File: src/rtl/mmu_windowed.sv
// mmu_windowed
//   Front end between a CPU request port and an external memory bus.
//   Addresses below SPEC_COUNT hit a small bank of special registers and are
//   served locally in one cycle; every other address is forwarded to the bus
//   as a single strobed read or write, with a bounded wait for memory_ready.
//
// Ports
//   clk, reset                    clock, synchronous active-high reset
//   execute, write                request strobe and direction (1 = write)
//   address, in_data              request address and write data
//   out_data                      read data (registered)
//   completed, error              one-cycle done pulse / timeout pulse
//   busy                          high while a bus cycle is outstanding
//   set_interrupt_return_address  load all special registers at once
//   interrupt_return_address      load value, MSB slice -> special reg 0
//   memory_address, memory_in     bus address / write data (registered)
//   memory_read_signal            bus read strobe (registered)
//   memory_write_signal           bus write strobe (registered)
//   memory_out, memory_ready      bus read data / acknowledge
//   pre_completed                 busy AND memory_ready (combinational)
module mmu_windowed #(
  parameter int ADDR_W     = 8,
  parameter int DATA_W     = 8,
  parameter int SPEC_COUNT = 2,
  parameter int TIMEOUT    = 15
) (
  input  logic                         clk,
  input  logic                         reset,
  input  logic                         execute,
  input  logic                         write,
  input  logic [ADDR_W-1:0]            address,
  input  logic [DATA_W-1:0]            in_data,
  output logic [DATA_W-1:0]            out_data,
  output logic                         completed,
  output logic                         error,
  output logic                         busy,
  input  logic                         set_interrupt_return_address,
  input  logic [SPEC_COUNT*DATA_W-1:0] interrupt_return_address,
  output logic [ADDR_W-1:0]            memory_address,
  output logic [DATA_W-1:0]            memory_in,
  output logic                         memory_read_signal,
  output logic                         memory_write_signal,
  input  logic [DATA_W-1:0]            memory_out,
  input  logic                         memory_ready,
  output logic                         pre_completed
);

  localparam int IDX_W = $clog2(SPEC_COUNT);

  typedef enum logic {
    IDLE = 1'b0,
    BUS  = 1'b1
  } state_t;

  state_t            state;
  logic [7:0]        wait_cnt;
  logic [7:0]        wait_cnt_next;
  logic [DATA_W-1:0] spec [SPEC_COUNT];
  logic              win_hit;
  logic [IDX_W-1:0]  win_idx;
  logic              accept;

  assign win_hit       = (address < ADDR_W'(SPEC_COUNT));
  assign win_idx       = address[IDX_W-1:0];
  assign wait_cnt_next = wait_cnt + 8'd1;

  // A request is taken only in IDLE and never in the cycle completed is
  // high, which caps back-to-back window accesses at one per two cycles.
  assign accept        = (state == IDLE) && execute && !completed;

  assign busy          = (state == BUS);
  assign pre_completed = busy && memory_ready;

  always_ff @(posedge clk) begin
    if (reset) begin
      state               <= IDLE;
      wait_cnt            <= '0;
      out_data            <= '0;
      completed           <= 1'b0;
      error               <= 1'b0;
      memory_address      <= '0;
      memory_in           <= '0;
      memory_read_signal  <= 1'b0;
      memory_write_signal <= 1'b0;
      for (int unsigned i = 0; i < SPEC_COUNT; i++) begin
        spec[i] <= '0;
      end
    end else begin
      completed <= 1'b0;
      error     <= 1'b0;

      // Bulk load happens in any state. A window read in the same cycle
      // still sees the old contents (non-blocking update).
      if (set_interrupt_return_address) begin
        for (int unsigned i = 0; i < SPEC_COUNT; i++) begin
          spec[i] <= interrupt_return_address[(SPEC_COUNT-1-i)*DATA_W +: DATA_W];
        end
      end

      case (state)
        IDLE: begin
          if (accept) begin
            if (win_hit) begin
              completed <= 1'b1;
              if (write) begin
                // Bulk load wins over a colliding window write.
                if (!set_interrupt_return_address) begin
                  spec[win_idx] <= in_data;
                end
              end else begin
                out_data <= spec[win_idx];
              end
            end else begin
              memory_address      <= address;
              if (write) begin
                memory_in <= in_data;
              end
              memory_read_signal  <= !write;
              memory_write_signal <= write;
              wait_cnt            <= '0;
              state               <= BUS;
            end
          end
        end

        BUS: begin
          if (memory_ready) begin
            // Acknowledge wins even on the cycle the timeout would fire.
            if (memory_read_signal) begin
              out_data <= memory_out;
            end
            memory_read_signal  <= 1'b0;
            memory_write_signal <= 1'b0;
            completed           <= 1'b1;
            state               <= IDLE;
          end else begin
            wait_cnt <= wait_cnt_next;
            if (wait_cnt_next == 8'(TIMEOUT)) begin
              memory_read_signal  <= 1'b0;
              memory_write_signal <= 1'b0;
              completed           <= 1'b1;
              error               <= 1'b1;
              state               <= IDLE;
            end
          end
        end

        default: state <= IDLE;
      endcase
    end
  end

  // Structural invariants of the bus interface.
  a_one_strobe: assert property (@(posedge clk)
    !(memory_read_signal && memory_write_signal));
  a_idle_quiet: assert property (@(posedge clk)
    (state == IDLE) |-> (!memory_read_signal && !memory_write_signal));
  a_busy_strobe: assert property (@(posedge clk)
    (state == BUS) |-> (memory_read_signal || memory_write_signal));
  a_err_done: assert property (@(posedge clk) error |-> completed);

endmodule

File: config.mk
export PLATFORM = sky130hd
export DESIGN_NAME = mmu_windowed
export DESIGN_NICKNAME = d
export VERILOG_FILES = /design/src/rtl/mmu_windowed.sv
export SDC_FILE = /design/constraint.sdc
export NUM_CORES = 1
export LEC_CHECK = 0
export ABC_AREA = 1
export ABC_CLOCK_PERIOD_IN_PS = 1700
export BUFFER_PORTS_ARGS = -buffer_cell sky130_fd_sc_hd__buf_2
export CORE_UTILIZATION = 30
export CTS_CLUSTER_DIAMETER = 150
export DETAILED_ROUTE_END_ITERATION = 12
export GPL_TIMING_DRIVEN = 1
export PLACE_DENSITY_LB_ADDON = 0.25
export SLEW_MARGIN = 10
export SYNTH_ARGS = -nofsm -noshare
export SYNTH_HDL_FRONTEND = slang
export SYNTH_SLANG_ARGS = --single-unit
File: constraint.sdc
create_clock -name clk -period 1.7 [get_ports clk]
set_input_delay 0.34 -clock clk [delete_from_list [all_inputs] [get_ports clk]]
set_output_delay 0.34 -clock clk [all_outputs]
set_load 0.01 [all_outputs]
# Word level (Yosys, flattened, before mapping)
# Memories as Yosys holds them, arrays and structs flattened.
# Cells that the tools add are included.
word_totals:
  ff_bits: 37
  ram_bits: 16
  input_bits: 46
  output_inout_bits: 30
  wordCells: 82
  mem_count: 1
mem_list:
  columns: ["memory", "words", "width", "read_ports", "rd_clocked_by_memory_dff", "write_ports", "line_no", "source"]
  rows:
  - ["spec", 2, 8, 1, 0, 2, "58", "logic [DATA_W-1:0] spec [SPEC_COUNT];"]
op_classes:
  n_addsub: 1
  order_cmp: 1
  eq_ne: 9
  n_mux: 45
  bitwise: 4
  n_reduce_logical: 12
op_table:
  columns: ["cell", "count"]
  rows:
  - ["$mux W8", 11]
  - ["$pmux W8 S2", 2]
  - ["$mux W1", 28]
  - ["$ne A2 B2 Y1 const B", 7]
  - ["$reduce_and A3 Y1", 3]
  - ["$add A8 B1 Y8 const B", 1]
  - ["$eq A8 B4 Y1 const B", 1]
  - ["$lt A8 B2 Y1 const B", 1]
  - ["$pmux W1 S2", 4]
  - ["$reduce_or A8 Y1", 1]
  - ["$reduce_and A5 Y1", 1]
  - ["$reduce_and A4 Y1", 1]
  - ["$logic_and A1 B1 Y1", 3]
  - ["$ne A3 B2 Y1 const B", 1]
  - ["$reduce_or A3 Y1", 1]
  - ["$logic_not A1 Y1", 2]
  - ["$not A1 Y1", 2]
  - ["$or A1 B1 Y1", 2]

# Longest topological paths before layout
# Gate-level depths: netlist of run 1.
logic_depth:
  depth_word: 9
  depth_mapped: 11
  depth_no_buf: 11

# Worst setup path before layout of run 1
# OpenSTA, ideal clock, no wires.
synth_path:
  path_kind: "in2reg"
  startpoint: "input address[1]"
  endpoint: "memory spec[0][0] (enable)"
  setup_ns: 0.329
  t_arrival_ns: 1.268
  required_ns: 1.371
  setup_slack_ns: 0.103
  cell_stages: 6
  n_path_buf: 0
  cell_sequence: "nor3_1 -> and3_2 -> nand2_2 -> nor2_2 -> nand2_2 -> nand2_1"
synth_lines:
  columns: ["item", "line_no", "source"]
  rows:
  - ["from (decl)", "31", "input logic [ADDR_W-1:0] address,"]
  - ["to (decl)", "58", null]

# Worst setup path after layout of run 1
layout_path:
  startpoint: "register wait_cnt[0]"
  endpoint: "register memory_write_signal"
layout_via:
  elab_chain_len: 4
layout_lines:
  columns: ["item", "line_no", "source"]
  rows:
  - ["from (decl)", "56", "logic [7:0] wait_cnt;"]
  - ["from (signal assigned)", "137", "wait_cnt <= wait_cnt_next;"]
  - ["$add A8 B1 Y8", "65", "assign wait_cnt_next = wait_cnt + 8'd1;"]
  - ["$eq A8 B4 Y1", "138", "if (wait_cnt_next == 8'(TIMEOUT)) begin"]
  - ["$ne A3 B2 Y1 (no line)", null, null]
  - ["$reduce_and A3 Y1 (no line)", null, null]
  - ["to (signal assigned)", "119", "memory_write_signal <= write;"]
  - ["to (decl)", "42", "output logic memory_write_signal,"]
# Every way passes these cells.
# A chain may end at the register's enable or synchronous reset.

==> run metrics, run 1 <==
CP Max Fanout=5; Switching Fraction=0.250; Final setup viols=0; setup TNS=0 ns; antenna viol nets, final=0; Final Hold Fails=0; io pins=76; initial antenna violation count=0; Critical Path RT=1.91 ns; routed wire length=5850 µm; Setup crit end kind=flop; status=complete, no violations; share of cells above drive strength 1=0.285; # diodes=0; FP Rows=32; vias=2322; crit path cell chain=ha_1 > nand2_1 > inv_1 > nor2_1 > nand3_1 > nor2_2 > nand3_4 > nand2_4 > nand3_1 > nand2_1 > nor2_1; total global routing overflow=0; first-pass GRT wire length=10100 µm; PD cells=821 nW/µm²; Yosys reg bits=53; Worst R2R Setup Slack=0.11 ns; Root Driver=clkbuf_8; PortBufs=75; Avg Inst Size Synth=7.67 µm²; Die Width=93.4 µm; peak supply drop=0.445 mV; internal power=0.00195 W; CP max-delay cell=dfxtp_1; Via density=4.50; DR pass1 iterations=4; RSZ-0062 raised after global routing=false; HPWL Detailed=4630 µm; core footprint=7890 µm²; synthesis-to-finish area growth=26.6%; sequential power share=0.538; final net count=461; Worst Setup Path Type=flop to flop; HP Class=primary input to flop; fin crit share=0.934; Die H=93.4 µm; post-synthesis sequential area ratio=0.487; total power=0.00261 W; die area=8730 µm²; vias in the first global route=2274; Pleak=1.42 nW; CTS tree=yes; WL per Instance=11.3 µm; Post-Syn Nets=375; Num CTS Buffers=5; Tmin final=1.59 ns; Net Switching=0.000652 W; Worst-path clk slew=0.10 ns; pin count of the biggest net entering global routing=20; pre-CTS setup slack=0.00521 ns; share of power burned in combinational logic=0.140; # DRC=0; Setup Skew=0.00763 ns; CTS Hold Bufs=0; Clock power frac=0.323; Critical Path Start Type=flop; FMAX=630 MHz; CTS H-tree lvls=2; post-synthesis cell area=2510 µm²; maxcap violations=0; post-CTS setup buffer count=0; gp weighted congestion=0.796; clk sinks=53; clk buf depth=2; fillers=837; initial core utilization=0.318; Worst-Skew Late Latency=0.30 ns; Crit path largest cell delay=0.34 ns; final slew viol count=0; synthesized instance count=327; final worst slack=0.113 ns; critical path arrival=1.79 ns; gr usage total=0.145; cell family with most CP delay=simple AND/OR/NAND/NOR gates; worst slew pin tran=0.861 ns; synth warn=0; Iteration-0 DRC Markers=52; Netlist cell types=30; Worst Path Buf+Inv=1; post_cts resized=0; Slew HR=0.424
worst register-to-register path, delay by kind of cell (launching register included):
family        cells  cell delay (ns)
fa+ha+maj         1             0.24
buf+inv           1             0.06
flops             1             0.34
simple gates      9             0.86
metrics by stage:
stage                     cells  hold WS, ns  utilization  cell area (µm²)
after floorplan             327        0.449            -             2510
after global placement      508        0.447        0.388             3060
after detailed placement    508        0.453        0.388             3060
after CTS                   516        0.278        0.402             3170
after global routing        516        0.279        0.402             3170
final                       516        0.280        0.402             3170
power by group through the flow:
stage	combinational (W)	clock [W]	sequential, W
after global routing	0.000416	0.000920	0.00141
after CTS	0.000369	0.000875	0.00140
after floorplan	0.000194	0	0.00144
after detailed placement	0.000369	0	0.00143
after global placement	0.000364	0	0.00143
final	0.000364	0.000841	0.00140
cell usage in the layout (no fill, tap or decap), drive strengths merged:
| master | n |
|---|---|
| a31oi | 1 |
| or2 | 1 |
| o21bai | 1 |
| nor3 | 2 |
| o21ai | 33 |
| bufinv | 1 |
| nand4 | 2 |
| edfxtp | 16 |
| clkbuf | 5 |
| nor2 | 36 |
| inv | 24 |
| ha | 2 |
| clkinvlp | 1 |
| nand3b | 1 |
| nand2 | 92 |
| a21oi | 29 |
| dfxtp | 37 |
| clkinv | 2 |
| nand3 | 36 |
| o31ai | 1 |
| buf | 90 |
| and3 | 1 |
flip-flops by register name (all words and copies together), names as in the netlist:
name	count
busy	1
completed	1
error	1
memory_address	8
memory_in	8
memory_read_signal	1
memory_write_signal	1
out_data	8
spec	16
wait_cnt	8
metal layers:
| layer | track usage | up-vias | part of all wire |
|---|---|---|---|
| li1 | - | 1253 | - |
| met1 | 0.174 | 1015 | 0.47 |
| met2 | 0.253 | 48 | 0.48 |
| met3 | 0.0374 | 6 | 0.044 |
| met4 | 0.0462 | 0 | 0.013 |
| met5 | 0 | - | 0 |
final timing paths:
check | startpoint | end | cells after the start
worst max-delay path | wait_cnt[0] | memory_write_signal | 11
worst min-delay path | address[1] | memory_address[1] | 3
worst max register to register | wait_cnt[0] | memory_write_signal | 11
worst min register to register | memory_in[3] | memory_in[3] | 2
layout make-up:
class | count | area [µm²] | share of cell area
sequential | 53 | 1220 | 0.385
multi-input combinational | 238 | 1130 | 0.357
timing repair buffer | 90 | 488 | 0.154
tap | 102 | 128 | 0.0402
inverter | 25 | 93.8 | 0.0296
clock buffer | 5 | 68.8 | 0.0217
clock inverter | 3 | 41.3 | 0.0130
synth_stat cells:
cell type | number | area share
nand4_1 | 2 | 0.0050
o21ai_2 | 1 | 0.0035
nand3b_1 | 1 | 0.0030
dfxtp_1 | 37 | 0.30
nand2_4 | 1 | 0.0045
a21oi_1 | 29 | 0.058
a31oi_1 | 1 | 0.0025
o21ai_0 | 15 | 0.030
o21ai_1 | 17 | 0.034
and3_2 | 1 | 0.0030
clkinv_1 | 1 | 0.0015
nand3_1 | 35 | 0.070
edfxtp_1 | 16 | 0.19
o21bai_1 | 1 | 0.0030
nand2_1 | 86 | 0.13
buf_2 | 3 | 0.0060
or2_2 | 1 | 0.0025
nor2_4 | 3 | 0.013
nand2_2 | 5 | 0.012
nand3_4 | 1 | 0.0070
buf_6 | 1 | 0.0045
clkbuf_1 | 5 | 0.0075
nor2_2 | 5 | 0.012
ha_1 | 2 | 0.010
inv_2 | 2 | 0.0030
buf_4 | 2 | 0.0060
nor3_1 | 2 | 0.0040
o31ai_1 | 1 | 0.0030
nor2_1 | 28 | 0.042
inv_1 | 22 | 0.033
kinds of logic after synthesis:
| group | Yosys count | share of synthesized area |
|---|---|---|
| buffers and inverters | 36 | 0.0614 |
| DFF | 53 | 0.487 |
| and+or+nand+nor | 171 | 0.308 |
| AOI/OAI and AO/OA | 65 | 0.134 |
| adders and majority gates | 2 | 0.00998 |
(Power assumes the default switching activity.)
==> run 2: changes to the inputs <==
--- a/config.mk
+++ b/config.mk
@@ -5,7 +5,6 @@
 export SDC_FILE = /design/constraint.sdc
 export NUM_CORES = 1
 export LEC_CHECK = 0
-export ABC_AREA = 1
 export ABC_CLOCK_PERIOD_IN_PS = 1700
 export BUFFER_PORTS_ARGS = -buffer_cell sky130_fd_sc_hd__buf_2
 export CORE_UTILIZATION = 30
==> run metrics, run 2 <==
core footprint=7810 µm² (-1.0%); dominant cells by area after synthesis=dfxtp_1 30%, edfxtp_1 20%, mux2i_1 6.5%, nand2_1 6.4%, a22o_1 5.7%; most common cell after layout, fill and taps aside=buf_2; CP max-delay cell=or4_4; Worst R2R Setup Slack=-0.17 ns (-0.28 ns); Post-Place Cell Area=3200 µm² (+4.3%); Critical R2R Launch=busy; Die H=92.4 µm (-1.1%); fillers=811 (-3.1%); FMAX=535 MHz (-15%); final worst slack=-0.170 ns (-0.283 ns); Pleak=1.46 nW (+2.3%); clk sinks=53 (unchanged); status=finished with violations; crit path cell chain=or3b_4 > or4_4 > nor2_8 > or3_4; top cell type's share of synthesized area=0.302 (+0.00648); Iteration-0 DRC Markers=96 (+85%); Netlist cell types=42 (+40%); io pins=76 (unchanged); most frequent cell after synthesis=nand2_1; Setup crit end kind=flop; Finished Cell Area=3310 µm² (+4.3%); Critical Path Start Type=flop; Final setup viols=40 (+40); failing checks=negative setup slack; FP Rows=32 (unchanged); vias=2165 (-6.8%); worst r2r dst=spec[0][1]; CTS H-tree lvls=2 (unchanged); Post-synth ARST share=0 (unchanged); most frequent cells in the layout=75 x buf_2, 42 x nand2_1, 36 x dfxtp_1; leading area contributor after synthesis=dfxtp_1; final slew viol count=0 (unchanged); Slew HR=0.267 (-0.157); gr usage total=0.153 (+0.00747); maxcap violations=0 (unchanged); critical path endpoint=spec[0][1]; worst slew pin tran=1.10 ns (+0.237 ns); vias in the first global route=2180 (-4.1%); post-synthesis cell area=2450 µm² (-2.1%); final net count=411 (-11%); Final Hold Fails=0 (unchanged); Setup Skew=0.00723 ns (-0.000403 ns); HPWL Detailed=4860 µm (+4.8%); critical path arrival=1.90 ns (+0.11 ns); RSZ-0062 raised after global routing=true; first-pass GRT wire length=10300 µm (+2.7%); Post-synth EDFFs=16 (unchanged); setup TNS=-4.46 ns (-4.46 ns); # DRC=0 (unchanged); Root Driver=clkbuf_8; pin count of the biggest net entering global routing=40 (+100%); CTS tree=yes; fin crit share=1.10 (+0.166); HP Class=primary input to flop; CP Max Fanout=8 (+3); Worst-path clk slew=0.11 ns (about the same); Synth top cells by count=42 x nand2_1, 37 x dfxtp_1, 25 x nor2_1; max FFs per register=16 (unchanged); total global routing overflow=0 (unchanged); post-synthesis sequential area ratio=0.498 (+0.0107); synth warn=0 (unchanged); antenna viol nets, final=0 (unchanged); clk buf depth=2 (unchanged); Avg Inst Size Synth=9.47 µm² (+24%); Crit path largest cell delay=0.56 ns (+0.22 ns); initial antenna violation count=0 (unchanged); Via density=4.65 (+3.2%); PortBufs=75 (unchanged); Reg2Reg Depth=4 (-7); Critical Path RT=1.73 ns (-0.18 ns); total power=0.00253 W (-3.0%); Most used DFF post-synth=dfxtp_1; routed wire length=6320 µm (+8.1%); Die Width=92.4 µm (-1.1%); synthesis-to-finish area growth=34.9%; DR pass1 iterations=4 (unchanged); Tmin final=1.87 ns (+0.283 ns); Worst-Skew Late Latency=0.31 ns (about the same); PD cells=764 nW/µm² (-7.0%); initial core utilization=0.314 (-0.00363); WL per Instance=13.6 µm (+20%); Yosys reg bits=53 (unchanged); synthesized instance count=259 (-21%); die area=8540 µm² (-2.1%); Worst Setup Path Type=flop to flop; share of cells above drive strength 1=0.363 (+0.0776); peak supply drop=0.381 mV (-14%); # diodes=0 (unchanged); Most flops, register=spec; Num CTS Buffers=5 (unchanged); gp weighted congestion=0.779 (-2.2%); critical path startpoint=busy; worst hold margin=0.291 ns (+0.0112 ns); Post-Syn Nets=307 (-18%)
[run 2: cell types whose count changed after synthesis, moves of 4 or more]
cell      delta
nor2_2       -5
a22o_1      +16
mux2i_1     +16
inv_1       -19
nand2_1     -44
nand3_1     -22
clkbuf_1     +5
o21ai_1     -17
nand2_2      -4
a21oi_1      -5
[run 2: timing repair]
| action | 4_1_cts | 5_1_grt |
|---|---|---|
| gates resized for setup | 2 | 2 |
| buffers inserted | 0 | 1 |
| endpoints found under the setup margin | 41 | 46 |
| hold endpoints to repair | 0 | 0 |
| hold buffers | 0 | 0 |
[run 2: report_power, final]
group          total, W  internal, W  switching [W]
combinational  0.000385     0.000176       0.000208
clock          0.000757     0.000302       0.000456
sequential      0.00139      0.00136      0.0000240
total           0.00253      0.00184       0.000688
[run 2: cells by family after synthesis]
group | Yosys count | synth area share
compound gates | 64 | 0.171
xor+xnor | 4 | 0.0143
fa+ha+maj | 2 | 0.0102
buf+inv | 16 | 0.0255
flops | 53 | 0.498
mux | 16 | 0.0653
simple gates | 104 | 0.216
[run 2: layout make-up]
| type | instances | area (µm²) | area share |
|---|---|---|---|
| clock buffer | 5 | 68.8 | 0.0208 |
| clock inverter | 3 | 25.0 | 0.00756 |
| inverter | 3 | 11.3 | 0.00340 |
| multi-input combinational | 190 | 1190 | 0.359 |
| sequential | 53 | 1220 | 0.369 |
| tap | 102 | 128 | 0.0385 |
| timing repair buffer | 110 | 667 | 0.201 |
[run 2: through the flow]
step                 util  cells  setup slack [ns]
global placement    0.409    457            -0.342
global route        0.424    466            -0.209
floorplan               -    259            -0.287
CTS                 0.422    465            -0.169
finish              0.424    466            -0.170
detailed placement  0.409    457            -0.349
[run 2: critical path, delay by kind of cell, from the launching register on]
| kind | cells | cell delay, ns |
|---|---|---|
| flops | 1 | 0.34 |
| simple gates | 4 | 1.25 |
[run 2: metal layers]
| metal | track usage | wire length [µm] | up-vias |
|---|---|---|---|
| met5 | 0 | 0 | - |
| met4 | 0.0430 | 61 | 0 |
| met3 | 0.0263 | 260 | 4 |
| met2 | 0.244 | 2870 | 38 |
| met1 | 0.211 | 3130 | 985 |
| li1 | - | - | 1138 |
[run 2: worst min-delay path by stage]
stage / slack [ns] / start / cells after the start / end
global placement: 0.44 / memory_in[0] / 2 / memory_in[0]
finish: 0.29 / address[1] / 3 / memory_address[1]
CTS: 0.28 / address[1] / 3 / memory_address[1]
floorplan: 0.48 / wait_cnt[7] / 2 / wait_cnt[7]
global route: 0.29 / address[7] / 3 / memory_address[7]
detailed placement: 0.45 / memory_in[6] / 2 / memory_in[6]
